**src/rtl/router_merge.sv**
```systemverilog
// rtl/router_merge.sv - four-source round-robin merge of single-byte packets into one output stage
// Optional ROUTER_MERGE_STATS_EN adds the saturating pkt_count accepted-packet counter port.
module router_merge (
    input  logic        clk,
    input  logic        rst,
    input  logic [3:0]  pkt_valid,
    input  logic [7:0]  data_in0,
    input  logic [7:0]  data_in1,
    input  logic [7:0]  data_in2,
    input  logic [7:0]  data_in3,
    output logic [3:0]  ready_in,
    output logic [7:0]  data_out,
    output logic [1:0]  src_addr,
    output logic        valid_out,
    input  logic        ready_out,
    output logic [1:0]  state_out
`ifdef ROUTER_MERGE_STATS_EN
    ,
    output logic [15:0] pkt_count
`endif
);

    typedef enum logic [1:0] {
        IDLE   = 2'b00,
        SEND   = 2'b01,
        HOLD   = 2'b10,
        UNUSED = 2'b11
    } state_t;

    state_t      state_q;
    logic [7:0]  data_q;
    logic [1:0]  src_q;
    logic [1:0]  rr_q;
    logic [1:0]  rr_d;
    logic        valid_q;
    logic [7:0]  din [4];
    logic [1:0]  win_idx;
    logic [1:0]  probe;
    logic        win_found;
    logic        accept;

    assign din[0] = data_in0;
    assign din[1] = data_in1;
    assign din[2] = data_in2;
    assign din[3] = data_in3;

    // Walk the search order backwards so the entry closest to rr_q is the last one written.
    always_comb begin
        win_found = 1'b0;
        win_idx   = 2'd0;
        probe     = 2'd0;
        for (int k = 3; k >= 0; k--) begin
            probe = rr_q + 2'(k);
            if (pkt_valid[probe]) begin
                win_found = 1'b1;
                win_idx   = probe;
            end
        end
    end

    // A slot opens when the output stage is empty or is draining this very edge.
    assign accept   = rst && win_found &&
                      ((state_q == IDLE) || ((state_q == SEND) && ready_out));
    assign ready_in = accept ? (4'b0001 << win_idx) : 4'b0000;
    assign rr_d     = win_idx + 2'd1;

    always_ff @(posedge clk or negedge rst) begin
        if (!rst) begin
            state_q <= IDLE;
            valid_q <= 1'b0;
            data_q  <= 8'h00;
            src_q   <= 2'b00;
            rr_q    <= 2'b00;
        end else begin
            if (accept) begin
                data_q <= din[win_idx];
                src_q  <= win_idx;
                rr_q   <= rr_d;
            end
            case (state_q)
                IDLE: begin
                    if (accept) begin
                        state_q <= SEND;
                        valid_q <= 1'b1;
                    end
                end
                SEND: begin
                    if (!ready_out) begin
                        state_q <= HOLD;
                    end else if (!accept) begin
                        state_q <= IDLE;
                        valid_q <= 1'b0;
                    end
                end
                HOLD: begin
                    if (ready_out) begin
                        state_q <= IDLE;
                        valid_q <= 1'b0;
                    end
                end
                default: begin
                    state_q <= IDLE;
                    valid_q <= 1'b0;
                end
            endcase
        end
    end

    assign data_out  = data_q;
    assign src_addr  = src_q;
    assign valid_out = valid_q;
    assign state_out = state_q;

`ifdef ROUTER_MERGE_STATS_EN
    logic [15:0] cnt_q;
    logic [15:0] cnt_d;

    assign cnt_d = (accept && (cnt_q != 16'hFFFF)) ? cnt_q + 16'd1 : cnt_q;

    always_ff @(posedge clk or negedge rst) begin
        if (!rst) begin
            cnt_q <= 16'h0000;
        end else begin
            cnt_q <= cnt_d;
        end
    end

    assign pkt_count = cnt_q;
`endif

endmodule

```
**config.mk**
```make
export PLATFORM = sky130hd
export DESIGN_NAME = router_merge
export DESIGN_NICKNAME = d
export VERILOG_FILES = /design/src/rtl/router_merge.sv
export SDC_FILE = /design/constraint.sdc
export NUM_CORES = 1
export LEC_CHECK = 0
export ABC_AREA = 0
export CORE_MARGIN = 2
export CORE_UTILIZATION = 42
export CTS_BUF_LIST = sky130_fd_sc_hd__clkbuf_8
export DETAILED_ROUTE_END_ITERATION = 10
export PLACE_DENSITY = 0.88
export SYNTH_ARGS = -nofsm -noshare
export SYNTH_HDL_FRONTEND = slang
export SYNTH_SLANG_ARGS = --single-unit
export TNS_END_PERCENT = 30
```
**constraint.sdc**
```tcl
create_clock -name clk -period 7.9 [get_ports clk]
set_input_delay 2.37 -clock clk [delete_from_list [all_inputs] [get_ports clk]]
set_output_delay 2.37 -clock clk [all_outputs]
set_load 0.01 [all_outputs]
```
==> metrics.csv <==
metric,value,unit
DPL Wire Length,1960,µm
TritonCTS buffer count,3,
Tot Pwr,0.000403,W
crit end category,primary output,
RR Startpoint,state_out[0],
IO Pins,56,
DIE HEIGHT,51.9,µm
Initial DRC Count,7,
vias in the first global route,1013,
post-cts resize count,0,
Fin Clk Skew,0.00642,ns
worst hold path class,reg2reg,
largest net degree at the start of global routing,20,
mux cell area share after synthesis,0.104,
unrepaired setup endpoints after global routing,no,
Flop pwr share,0.329,
largest family of logic cells by synthesized area,compound AO/OA/AOI/OAI gates,
kind of critical path,in2out,
core area,2190,µm²
Clk Tree Root Cell,clkbuf_8,
Post-Synth XOR/XNOR Area,0.00910,
area grow syn2layout,61.5,%
Synthesized Nets,141,
Post-Synth Simple-Gate Area,0.133,
R2R cell count,6,
Power Density,259,nW/µm²
Worst setup SP type,input pin,
Clock Latency Late Sink,0.25,ns
Reg-to-Reg End,data_out[3],
compound-cell area share of the yosys netlist,0.243,
GR Util All Layers,0.221,
"Distinct cells, synth",27,
Syn Area/Cell,9.82,µm²
die area,2690,µm²
Final TNS setup,0,ns
Least-Margin Pin Slew,0.627,ns
P_int,0.000258,W
WL per Instance,14.6,µm
total wire length,2640,µm
first-pass GRT wire length,4330,µm
combinational power share,0.520,
largest fanout on the critical path,19,
Synth top area share,0.390,
# DRC,0,
Sw Ratio,0.359,
Mapped Area,962,µm²
Via density,5.26,
"Arr. time, crit path",4.60,ns
Sw Pwr,0.000144,W
Final GP Congestion,0.754,
Die Width,51.9,µm
"FF+latch count, synth",15,
fmax,143,MHz
fraction of layout instances using a drive strength above 1,0.0523,
std cell rows,17,
Post-Syn Instances,98,
setup bufs post-CTS,0,
Clock transition at path regs,0.06,ns
"commonest non-fill, non-tap cell in the layout",clkdlybuf4s50_1,
TritonCTS clock tree,built,
cell leakage power,0.675,nW
via count,952,
GRT overflow,0,
"commonest non-fill, non-tap cells in the layout","55 x clkdlybuf4s50_1, 17 x nand2_1, 15 x dfrtp_1",
Initial Util,0.439,
# diodes,0,
Sinks on Clock Net,15,
fin crit period,6.97,ns
htree depth,1,
synthesis warning total,0,
Clock power frac,0.151,
final instance area,1550,µm²
layout net count,197,
"Hold-fix buffers, CTS",0,
"Hold Vio Cnt, Final",0,
Routed Antenna Nets,0,
Post-Synth Adder-Cell Area,0.0520,
initial antenna violation count,0,
relative slew slack,0.580,
Max Transition Viols Final,0,
fin util,0.709,
# setup viols final,0,
Clock Path Buffers,2,
"top cells by area, synth","dfrtp_1 39%, mux2i_1 10%, o2bb2ai_1 7.3%, nand2_1 6.6%, ha_1 5.2%",
run status,"complete, no violations",
DR pass1 iterations,4,
Setup crit start,pkt_valid[2],
dominant cell type by area after synthesis,dfrtp_1,
CP endpoint,ready_in[0],
placed instance area,1510,µm²
port bufs,55,
CP Data Required Time,5.53,ns
max-cap violation count,0,
sequential cell area fraction in the yosys report,0.390,
FF-to-FF setup slack,5.93,ns
"IR drop worst, VDD",171,µV
final worst-path cycle share,0.882,
==> synthesized netlist by cell type (all sizes together) <==
cell / n
a21boi: 1
and2: 4
or3: 1
a21oi: 5
o21a: 2
o31ai: 1
buf: 5
nand2: 17
o21bai: 1
o21ai: 1
nor2: 3
o2bb2ai: 8
dfrtp: 15
mux2i: 10
xnor2: 1
a21o: 2
o211a: 1
ha: 4
inv: 4
nor2b: 2
or3b: 1
a31oi: 7
o41ai: 1
o221a: 1
==> state kept, by name, indices dropped and copies added, names as in the netlist <==
register / cells
data_out: 8
rr_q: 2
src_addr: 2
state_out: 2
valid_out: 1
==> critical path, cell delays in order <==
cell and delay, ns:
clkdlybuf4s50_1 0.55, or3b_1 0.37, o221a_2 0.23, inv_4 0.25, ha_1 0.19, and2_1 0.11, clkdlybuf4s50_1 0.53
==> power groups by stage <==
stage	clock, W	sequential [W]	combinational [W]
2_1_floorplan	0	0.000143	0.000103
3_3_place_gp	0	0.000131	0.000206
3_5_place_dp	0	0.000133	0.000209
4_1_cts	0.0000618	0.000132	0.000212
5_1_grt	0.0000688	0.000137	0.000229
6_report	0.0000608	0.000132	0.000210
==> stage by stage <==
step           std cells  hold WS [ns]  worst slack, ns
2_1_floorplan         98         0.518             1.99
3_3_place_gp         177         0.480            0.955
3_5_place_dp         177         0.492            0.937
4_1_cts              181         0.506            0.928
5_1_grt              181         0.539            0.820
6_report             181         0.500            0.929
==> kinds of logic after synthesis <==
kind of cell | count (synthesis)
compound gates | 31
simple gates | 28
flops | 15
mux | 10
buf+inv | 9
fa+ha+maj | 4
xor+xnor | 1
==> metal layers <==
layer | up-vias | track usage | routed length, µm
met3 | 7 | 0.0431 | 191
met4 | 0 | 0.0877 | 50
met5 | - | 0 | 0
met2 | 39 | 0.416 | 1280
li1 | 468 | - | -
met1 | 438 | 0.238 | 1120
==> cell type report <==
| class | count | area (µm²) |
|---|---|---|
| clock inverters | 1 | 3.75 |
| repair buffers | 56 | 558 |
| multi-input cells | 74 | 520 |
| fillers | 183 | 637 |
| well taps | 28 | 35.0 |
| flip-flops and latches | 15 | 375 |
| clock buffers | 3 | 41.3 |
| inverters | 4 | 20.0 |
==> worst min path at each step <==
stage	to	from	slack (ns)	cells after the start
4_1_cts	src_addr[0]	src_addr[0]	0.51	1
6_report	src_addr[0]	src_addr[0]	0.50	1
2_1_floorplan	src_addr[1]	src_addr[1]	0.52	1
3_5_place_dp	src_addr[0]	src_addr[0]	0.49	1
5_1_grt	src_addr[1]	src_addr[1]	0.54	1
3_3_place_gp	src_addr[1]	src_addr[1]	0.48	1
Power figures use the tool's default switching activity.
